### src/rtl/id_ex_stage.sv
// id_ex_stage
//
// ID/EX pipeline register sitting directly after the register file. Each
// cycle it captures the decoded operands, register indices, immediate and
// control bundle and presents them to EX. It detects load-use hazards and
// asks upstream to stall while it inserts a bubble. It also honours an
// EX-side hold and a branch/jump flush, and keeps saturating debug
// counters for stall and flush events.
//
// Ports
//   clk_i            clock, all state changes on the rising edge
//   rst_i            synchronous active-low reset (0 = reset)
//   id_valid_i       ID stage holds a real instruction
//   id_pc_i          PC of the ID instruction
//   id_rs1_i/rs2_i   source register indices
//   id_use_rs1_i/2   instruction really reads rs1/rs2
//   id_rd_i          destination register index
//   id_rdata1_i/2_i  register-file read data
//   id_imm_i         sign-extended immediate
//   id_ctrl_i        control bundle {regwrite, memread, memwrite, memtoreg,
//                    alusrc, branch, jump, aluop[2:0]}
//   ex_hold_i        EX cannot accept a new instruction this cycle
//   flush_i          taken branch/jump resolved in EX, squash ID
//   ex_*_o           registered copies presented to EX
//   stall_up_o       hold PC and IF/ID this cycle
//   stall_cnt_o      saturating count of load-use stall cycles
//   flush_cnt_o      saturating count of flushes
module id_ex_stage #(
  parameter int XLEN   = 32,
  parameter int RA_W   = 5,
  parameter int CTRL_W = 10,
  parameter int CNT_W  = 16
) (
  input  logic              clk_i,
  input  logic              rst_i,
  input  logic              id_valid_i,
  input  logic [XLEN-1:0]   id_pc_i,
  input  logic [RA_W-1:0]   id_rs1_i,
  input  logic [RA_W-1:0]   id_rs2_i,
  input  logic              id_use_rs1_i,
  input  logic              id_use_rs2_i,
  input  logic [RA_W-1:0]   id_rd_i,
  input  logic [XLEN-1:0]   id_rdata1_i,
  input  logic [XLEN-1:0]   id_rdata2_i,
  input  logic [XLEN-1:0]   id_imm_i,
  input  logic [CTRL_W-1:0] id_ctrl_i,
  input  logic              ex_hold_i,
  input  logic              flush_i,
  output logic              ex_valid_o,
  output logic [XLEN-1:0]   ex_pc_o,
  output logic [RA_W-1:0]   ex_rs1_o,
  output logic [RA_W-1:0]   ex_rs2_o,
  output logic [RA_W-1:0]   ex_rd_o,
  output logic [XLEN-1:0]   ex_rdata1_o,
  output logic [XLEN-1:0]   ex_rdata2_o,
  output logic [XLEN-1:0]   ex_imm_o,
  output logic [CTRL_W-1:0] ex_ctrl_o,
  output logic              stall_up_o,
  output logic [CNT_W-1:0]  stall_cnt_o,
  output logic [CNT_W-1:0]  flush_cnt_o
);

  // memread is the second-highest bit of the control bundle
  localparam int CtrlMemRead = CTRL_W - 2;
  localparam logic [CNT_W-1:0] CntOne = CNT_W'(1);
  localparam logic [CNT_W-1:0] CntMax = '1;

  logic              exValid_q,  exValid_d;
  logic [XLEN-1:0]   exPc_q,     exPc_d;
  logic [RA_W-1:0]   exRs1_q,    exRs1_d;
  logic [RA_W-1:0]   exRs2_q,    exRs2_d;
  logic [RA_W-1:0]   exRd_q,     exRd_d;
  logic [XLEN-1:0]   exRdata1_q, exRdata1_d;
  logic [XLEN-1:0]   exRdata2_q, exRdata2_d;
  logic [XLEN-1:0]   exImm_q,    exImm_d;
  logic [CTRL_W-1:0] exCtrl_q,   exCtrl_d;
  logic [CNT_W-1:0]  stallCnt_q, stallCnt_d;
  logic [CNT_W-1:0]  flushCnt_q, flushCnt_d;

  logic loadUse;
  logic rs1Match;
  logic rs2Match;

  // A load whose destination is x0 never produces a hazard.
  assign rs1Match = id_use_rs1_i && (id_rs1_i == exRd_q);
  assign rs2Match = id_use_rs2_i && (id_rs2_i == exRd_q);
  assign loadUse  = exValid_q && exCtrl_q[CtrlMemRead] && (exRd_q != '0) &&
                    (rs1Match || rs2Match) && id_valid_i;

  // A flush squashes the ID instruction, so there is nothing left to hold.
  assign stall_up_o = (loadUse || ex_hold_i) && !flush_i;

  // Next-state selection in priority order: flush, EX hold, load-use
  // bubble, normal capture.
  always_comb begin
    exValid_d  = exValid_q;
    exPc_d     = exPc_q;
    exRs1_d    = exRs1_q;
    exRs2_d    = exRs2_q;
    exRd_d     = exRd_q;
    exRdata1_d = exRdata1_q;
    exRdata2_d = exRdata2_q;
    exImm_d    = exImm_q;
    exCtrl_d   = exCtrl_q;
    stallCnt_d = stallCnt_q;
    flushCnt_d = flushCnt_q;

    if (flush_i) begin
      exValid_d  = 1'b0;
      exPc_d     = '0;
      exRs1_d    = '0;
      exRs2_d    = '0;
      exRd_d     = '0;
      exRdata1_d = '0;
      exRdata2_d = '0;
      exImm_d    = '0;
      exCtrl_d   = '0;
      if (flushCnt_q != CntMax) flushCnt_d = flushCnt_q + CntOne;
    end else if (ex_hold_i) begin
      // EX registers stay frozen, but a pending hazard still costs a cycle.
      if (loadUse && (stallCnt_q != CntMax)) stallCnt_d = stallCnt_q + CntOne;
    end else if (loadUse) begin
      exValid_d  = 1'b0;
      exPc_d     = '0;
      exRs1_d    = '0;
      exRs2_d    = '0;
      exRd_d     = '0;
      exRdata1_d = '0;
      exRdata2_d = '0;
      exImm_d    = '0;
      exCtrl_d   = '0;
      if (stallCnt_q != CntMax) stallCnt_d = stallCnt_q + CntOne;
    end else begin
      exValid_d  = id_valid_i;
      exPc_d     = id_pc_i;
      exRs1_d    = id_rs1_i;
      exRs2_d    = id_rs2_i;
      exRd_d     = id_rd_i;
      exRdata1_d = id_rdata1_i;
      exRdata2_d = id_rdata2_i;
      exImm_d    = id_imm_i;
      // Invalid slots carry no control so EX sees a clean bubble.
      exCtrl_d   = id_valid_i ? id_ctrl_i : '0;
    end
  end

  always_ff @(posedge clk_i) begin
    if (!rst_i) begin
      exValid_q  <= 1'b0;
      exPc_q     <= '0;
      exRs1_q    <= '0;
      exRs2_q    <= '0;
      exRd_q     <= '0;
      exRdata1_q <= '0;
      exRdata2_q <= '0;
      exImm_q    <= '0;
      exCtrl_q   <= '0;
      stallCnt_q <= '0;
      flushCnt_q <= '0;
    end else begin
      exValid_q  <= exValid_d;
      exPc_q     <= exPc_d;
      exRs1_q    <= exRs1_d;
      exRs2_q    <= exRs2_d;
      exRd_q     <= exRd_d;
      exRdata1_q <= exRdata1_d;
      exRdata2_q <= exRdata2_d;
      exImm_q    <= exImm_d;
      exCtrl_q   <= exCtrl_d;
      stallCnt_q <= stallCnt_d;
      flushCnt_q <= flushCnt_d;
    end
  end

  assign ex_valid_o  = exValid_q;
  assign ex_pc_o     = exPc_q;
  assign ex_rs1_o    = exRs1_q;
  assign ex_rs2_o    = exRs2_q;
  assign ex_rd_o     = exRd_q;
  assign ex_rdata1_o = exRdata1_q;
  assign ex_rdata2_o = exRdata2_q;
  assign ex_imm_o    = exImm_q;
  assign ex_ctrl_o   = exCtrl_q;
  assign stall_cnt_o = stallCnt_q;
  assign flush_cnt_o = flushCnt_q;

endmodule

### config.mk
export PLATFORM = sky130hd
export DESIGN_NAME = id_ex_stage
export DESIGN_NICKNAME = d
export VERILOG_FILES = /design/src/rtl/id_ex_stage.sv
export SDC_FILE = /design/constraint.sdc
export NUM_CORES = 1
export LEC_CHECK = 0
export ABC_CLOCK_PERIOD_IN_PS = 2700
export CAP_MARGIN = 40
export CORE_AREA = 2 2 135 137
export CTS_CLUSTER_DIAMETER = 40
export DETAILED_ROUTE_END_ITERATION = 16
export DIE_AREA = 0 0 137 139
export PLACE_DENSITY_LB_ADDON = 0.3
export SETUP_SLACK_MARGIN = 0.3
export SYNTH_ARGS = -nofsm -noshare
export SYNTH_HDL_FRONTEND = slang
export SYNTH_SLANG_ARGS = --single-unit
### constraint.sdc
create_clock -name clk_i -period 2.7 [get_ports clk_i]
set_clock_uncertainty 0.2 [all_clocks]
set_input_delay 0.54 -clock clk_i [delete_from_list [all_inputs] [get_ports clk_i]]
set_output_delay 0.54 -clock clk_i [all_outputs]
set_load 0.05 [all_outputs]
Word-level counts from Yosys, hierarchy flattened:

Index checks and enable logic that the tools add are counted.

* flip-flop bits (word level): 186
* input bits: 160
* output and inout port bits: 187
* logic and storage cells: 51

* add/sub/neg operators: 2
* equal/unequal tests: 5
* mux-type cells: 14
* bitwise operators: 2
* reductions and logical operators: 17

Operator list (count)
* $mux 32: 4
* $mux 16: 4
* $add 16x1->16 const B: 2
* $ne 16x16->1 const B: 2
* $mux 10: 2
* $mux 5: 3
* $eq 5x5->1: 2
* $logic_and 1x1->1: 8
* $reduce_bool 5->1: 1
* $reduce_and 4->1: 1
* $reduce_bool 2->1: 2
* $logic_or 1x1->1: 2
* $ne 2x1->1 const B: 1
* $not 1->1: 2
* $reduce_and 2->1: 1
* $reduce_or 2->1: 1
* $logic_not 1->1: 1
* $mux 1: 1

Depth between registers and ports, before layout:

Gate-level depths: netlist of the first run.

* depth after elaboration: 8
* depth in mapped cells: 7

Worst setup path before layout of the first run:

OpenSTA, ideal clock, no wires.

* kind: register -> output
* start: reg exRd_q[4], in the netlist ex_rd_o[4]
* end: out stall_up_o
* data arrival time: 1846 ps
* data required time: 1960 ps
* path slack: 114 ps
* cell stages (with the launch flop): 5
* buffers on the path: 0
* cell sequence: dfxtp_1 > xnor2_1 > nand4_1 > o22ai_1 > a32o_1

* word-level cells in the longest chain between the ends: 7

RTL lines
* start, declared: RTL line 72 `logic [RA_W-1:0] exRd_q, exRd_d;`
* start signal, assigned: RTL line 165 `exRd_q <= exRd_d;`
* $eq 5x5->1, on equally long branches: RTL line 85, 86
* $logic_and 1x1->1, on equally long branches: RTL line 85, 86
* $logic_or 1x1->1: RTL line 88 `(rs1Match || rs2Match) && id_valid_i;`
* $logic_and 1x1->1 *: RTL line 87 `assign loadUse = exValid_q && exCtrl_q[CtrlMemRead] && (exRd_q != '0) &&`
* $logic_and 1x1->1 *: RTL line 88
* $logic_or 1x1->1 *: RTL line 91 `assign stall_up_o = (loadUse || ex_hold_i) && !flush_i;`
* $logic_and 1x1->1 *: RTL line 91
* end, declared: RTL line 58 `output logic stall_up_o,`

Every way passes the cells marked *; elsewhere a longest branch is shown, timed or not.

Worst setup path after layout of the first run:

* start: reg exRd_q[0], in the netlist ex_rd_o[0]
* end: out stall_up_o

The elaborated chain is that of the path after synthesis.

==> results of run 1 <==
critical path, delay by kind of cell (launching register included):
family          cells  cell delay (ns)
compound gates      2             0.62
simple gates        1             0.38
flops               1             0.35
buf+inv             1             0.15
synthesized netlist by cell type:
master	number
nand4_1	17
o22a_1	1
nand3_1	13
or4b_2	1
a31oi_4	1
xor2_1	8
a31oi_1	2
a22o_1	153
o311a_1	1
and3_1	6
nor3_1	7
clkbuf_1	25
nand3b_1	1
xnor2_1	14
o311ai_0	1
nand2_1	19
or4_1	9
mux2i_1	6
and4_1	2
dfxtp_1	186
o21ai_0	3
a211oi_1	1
a32o_1	1
o41ai_1	1
a41oi_1	1
ha_1	2
buf_2	10
o22ai_1	1
nor2_1	19
o211ai_1	1
a21oi_1	10
nor4bb_1	1
nand2b_1	7
o31ai_1	9
and2_1	1
inv_1	4
or3_1	3
buf_4	8
a21o_1	1
nor4_1	1
routing by layer:
layer | track usage, % | wire length, um | part of all wire, %
met2 | 32.8 | 9440 | 47
met5 | 0 | 0 | 0
met1 | 24.9 | 8410 | 42
met4 | 7.05 | 461 | 2.3
met3 | 7.35 | 1790 | 8.9
state kept, by name (all words and copies together) (netlist names):
register / cells
ex_ctrl_o: 10
ex_imm_o: 32
ex_pc_o: 32
ex_rd_o: 5
ex_rdata1_o: 32
ex_rdata2_o: 32
ex_rs1_o: 5
ex_rs2_o: 5
ex_valid_o: 1
flush_cnt_o: 16
stall_cnt_o: 16
kinds of logic after synthesis:
logic type,synth area share [%]
adders and majority gates,0.392
xor gates and xnor gates,3.02
buffers and inverters,3.43
and+or+nand+nor,8.99
muxes,0.941
AOI/OAI and AO/OA,24.9
DFF,58.3
what timing repair did:
item | CTS | global route
gates resized for setup | 43 | 23
pin swaps | 6 | 5
hold buffers | 0 | 0
buffers inserted | 6 | 0
endpoints found under the setup margin | 40 | 115
gates cloned | 0 | 0
hold endpoints to repair | 0 | 0
area by class of cell:
type	instances	area [um^2]
timing repair buffer	372	3780
clock buffer	20	467
multi-input combinational	325	2490
inverter	4	15.0
clock inverter	11	156
tap	229	287
antenna	1	2.50
fill	1500	6720
sequential	186	3740
where the power goes:
| part | internal [mW] | switching, mW |
|---|---|---|
| Clock | 1.54 | 1.10 |
| Combinational | 0.414 | 0.456 |
| Sequential | 2.82 | 0.0469 |
| Total | 4.78 | 1.60 |
worst min path at each step:
stage                                   endpoint  slack (ns)  cells past startpoint
floorplan            flush_cnt_o[1]$_SDFFE_PN0P_        0.39                      2
global placement       ex_imm_o[27]$_SDFFE_PP0N_        0.26                      1
global route         ex_rdata2_o[8]$_SDFFE_PP0N_        0.29                      1
detailed placement   ex_rdata2_o[1]$_SDFFE_PP0N_        0.26                      1
finish              ex_rdata2_o[28]$_SDFFE_PP0N_        0.28                      1
CTS                  ex_rdata2_o[0]$_SDFFE_PP0N_        0.28                      1
==> run metrics, run 1 <==
outcome completed; area leader, netlist dfxtp_1; CTS H-tree depth 4; Slew headroom 60.3%; P_leak 4.55 nW; hold slack 0.277 ns; drt via density 5.05; final WL 20.1 mm; Critical Path AT 1.92 ns; Routed Antenna Nets 0; drt pass-1 iters 5; largest net degree at the start of global routing 59; layout cells sized above 1 8.28%; synth unique cells 40; # setup viols final 0; Total Power 6.38 mW; placed inst area 10200 um^2; CP Max Fanout 2; WS Path Type register to output port; TritonCTS buffer count 17; Max Freq 376 MHz; Layout area overhead 71.3%; sequential area share after synthesis 58.3%; clk sinks 186; # Max-Cap Violations 0; Root Driver clkbuf_16; synth top area cells dfxtp_1, a22o_1, xnor2_1, nand4_1, clkbuf_1; crit-path max cell delay 0.38 ns; synthesized cell area 6380 um^2; YS warnings 0; Ports 347; Seq cells post-synth 186; vias in the first global route 5516; core area 17700 um^2; # DRC 0; HPWL after detailed placement 14.4 mm; initial antenna violation count 1; grt ovf 0; Vias 5797; class of the worst hold path register to register; RSZ-0062 raised after global routing yes; die height 139 um; wire length per cell 17.5 um; port bufs 346; fin. max-slew vios 0; Inst Count DP 1110; final hold vios 0; first-pass GRT wire length 30.4 mm; initial core utilization 36.2%; Reg-to-Reg Start ex_rd_o[0]$_SDFFE_PP0N_; Final #Nets 1068; CP Cell Sequence or3_4 -> o311a_4 -> a32o_2 -> buf_12; Avg Inst Size Synth 11.4 um^2; FF-to-FF End ex_imm_o[24]$_SDFFE_PP0N_; die area 19000 um^2; Hold Crit Start ex_rdata2_o[28]$_SDFFE_PP0N_; worst vdd ir 0.469 mV; Post-Place Setup Slack -0.188 ns; Clk Latency, worst-skew pair 0.42 ns; PnR worst setup slack 0.0407 ns; Worst Setup Start Kind register; most common cell after layout, fill and taps aside clkdlybuf4s50_1; CP endpoint stall_up_o; Clock Tree Buf Depth 2; number of core rows 49; Final GP Congestion 0.817; Net Count, Synth 720; fin util 61.9%; post-route cell area 10900 um^2; worst slew pin tran 0.595 ns; Pwr Density 583 nW/um^2; Total Neg Setup Slack 0 ns; Worst R2R Setup Slack 0.39 ns; Synth Instances 558; Crit. Startpoint ex_rd_o[0]$_SDFFE_PP0N_; Synth top area share 58.3%; Post-Layout Cell Count 1148; most frequent cells in the layout clkdlybuf4s50_1, dfxtp_1, a22o_1; final period utilization 98.5%; CP Capture Type output port; Tot GR Track Use 20.3%; min Tclk post-route 2.66 ns; CP max stage cell or3_4; Worst Path Required 1.96 ns; R2R depth 6; Die X 137 um; clock-pin slew on the worst setup and hold paths 0.07 ns; CTS tree done; drt initial violations 288
No activity file was read; power rests on OpenSTA's default activity.
==> inputs of run 2 (changes only) <==
--- a/config.mk
+++ b/config.mk
@@ -7,10 +7,11 @@
 export LEC_CHECK = 0
 export ABC_CLOCK_PERIOD_IN_PS = 2700
 export CAP_MARGIN = 40
-export CORE_AREA = 2 2 135 137
+export CORE_ASPECT_RATIO = 0.9
+export CORE_MARGIN = 2
+export CORE_UTILIZATION = 39
 export CTS_CLUSTER_DIAMETER = 40
 export DETAILED_ROUTE_END_ITERATION = 16
-export DIE_AREA = 0 0 137 139
 export PLACE_DENSITY_LB_ADDON = 0.3
 export SETUP_SLACK_MARGIN = 0.3
 export SYNTH_ARGS = -nofsm -noshare
==> run 2 against run 1 <==
  * Routed wire length up 0.77%
  * Clock power down 4%
  * Worst setup slack better by 0.024 ns
  * Fmax up 0.89%
  * First-iteration DRC count down 9.4%
  * Sequential cell count unchanged
  * Non-clock buffer count down 2
  * Register-to-register slack worse by 0.04 ns
  * Global-route usage up 2.1 points
  * Sequential power about the same
  * Critical endpoint unchanged
  * Clock-buffer cell count down 2
  * Critical path type unchanged
==> run metrics, run 2 (synthesized netlist as in run 1, its figures left out) <==
outcome completed; CP Cell Sequence or3_4 -> o311a_4 -> a32o_2 -> buf_12; hold buffer count at CTS 0; Worst Path Required 1.96 ns; drt pass-1 iters 4; Critical Path AT 1.90 ns; initial core utilization 39.7%; fin util 67.5%; Routed Antenna Nets 0; die area 17400 um^2; port bufs 346; most common cell after layout, fill and taps aside clkdlybuf4s50_1; drt via density 5.12; Reg-to-Reg Start ex_rd_o[0]$_SDFFE_PP0N_; RSZ-0062 raised after global routing yes; Tot GR Track Use 22.5%; PnR worst setup slack 0.0643 ns; initial antenna violation count 1; Worst Setup Start Kind register; CTS H-tree depth 4; grt ovf 0; CP top delay family compound AO/OA/AOI/OAI gates; Post-Place Setup Slack -0.0604 ns; min Tclk post-route 2.64 ns; vias in the first global route 5492; clock-pin slew on the worst setup and hold paths 0.07 ns; CTS tree done; Max Freq 379 MHz; Min-Delay Endpoint ex_rs2_o[4]$_SDFFE_PP0N_; die height 125 um; largest net degree at the start of global routing 73; R2R depth 8; core area 16100 um^2; CP Max Fanout 2; first-pass GRT wire length 31.2 mm; Clk Latency, worst-skew pair 0.41 ns; FF-to-FF End stall_cnt_o[14]$_SDFFE_PN0P_; # Max-Cap Violations 0; class of the worst hold path primary input to register; final hold vios 0; Clock Tree Buf Depth 2; CP bufs+invs 1; HPWL after detailed placement 14.8 mm; # DRC 0; Final #Nets 1066; P_leak 4.46 nW; crit-path max cell delay 0.38 ns; CP max stage cell or3_4; Root Driver clkbuf_16; Hold Crit Start id_rs2_i[4]; number of core rows 44; Worst R2R Setup Slack 0.35 ns; CP Capture Type output port; hold path cells 2; final WL 20.3 mm; Final GP Congestion 0.812; WS Path Type register to output port; Layout area overhead 70.0%; most frequent cells in the layout clkdlybuf4s50_1, dfxtp_1, a22o_1; final period utilization 97.6%; worst slew pin tran 0.611 ns; Ports 347; layout cells sized above 1 8.52%; worst vdd ir 0.524 mV; fin. max-slew vios 0; Die X 139 um; clk sinks 186; Slew headroom 59.2%; # setup viols final 0; TritonCTS buffer count 17; drt initial violations 261; Vias 5751; wire length per cell 18.0 um; Pwr Density 577 nW/um^2
## run 2: repair_timing
item / 4_1_cts / 5_1_grt
buffers inserted: 5 / 0
resized for setup: 41 / 22
endpoints found under the setup margin: 28 / 25
pin swaps: 8 / 9
## run 2: layout make-up
type | count | area (um^2)
fillers | 1283 | 5220
flip-flops and latches | 186 | 3740
repair buffers | 370 | 3720
multi-input cells | 325 | 2510
clock buffers | 18 | 439
well taps | 207 | 259
clock inverters | 13 | 164
inverters | 4 | 15.0
diodes | 1 | 2.50
## run 2: how the worst max path moves through the flow
| stage | startpoint | slack [ns] | endpoint | cells after the start |
|---|---|---|---|---|
| 2_1_floorplan | flush_cnt_o[6]$_SDFFE_PN0P_ | 0.31 | flush_cnt_o[5]$_SDFFE_PN0P_ | 6 |
| 3_3_place_gp | id_rs1_i[4] | -0.08 | stall_up_o | 6 |
| 3_5_place_dp | id_rs1_i[4] | -0.06 | stall_cnt_o[10]$_SDFFE_PN0P_ | 7 |
| 4_1_cts | ex_rd_o[1]$_SDFFE_PP0N_ | -0.002 | stall_up_o | 4 |
| 5_1_grt | ex_rd_o[1]$_SDFFE_PP0N_ | 0.03 | stall_up_o | 4 |
| 6_report | ex_rd_o[1]$_SDFFE_PP0N_ | 0.06 | stall_up_o | 4 |
## run 2: metrics by stage
step	hold slack, ns	instances	TNS [ns]	area (um^2)	total power [mW]
2_1_floorplan	0.385	558	0	6400	3.34
3_3_place_gp	0.260	1087	-4.27	10100	3.79
3_5_place_dp	0.263	1087	-2.63	10100	3.79
4_1_cts	0.283	1123	-0.00192	10800	6.31
5_1_grt	0.222	1123	0	10800	6.48
6_report	0.208	1124	0	10900	6.26
## run 2: per-layer routing
| layer | wire [um] | vias up | track usage, % |
|---|---|---|---|
| met5 | 0 | - | 0 |
| met4 | 354 | 0 | 5.82 |
| met3 | 1480 | 22 | 7.85 |
| met2 | 9740 | 197 | 37.1 |
| met1 | 8680 | 2707 | 28.2 |
| li1 | - | 2825 | - |
## run 2: power breakdown
group / internal [mW] / switching (mW) / total (mW) / leakage (nW)
Combinational: 0.410 / 0.458 / 0.868 / 2.66
Clock: 1.41 / 1.12 / 2.53 / 0.281
Sequential: 2.82 / 0.0465 / 2.87 / 1.52
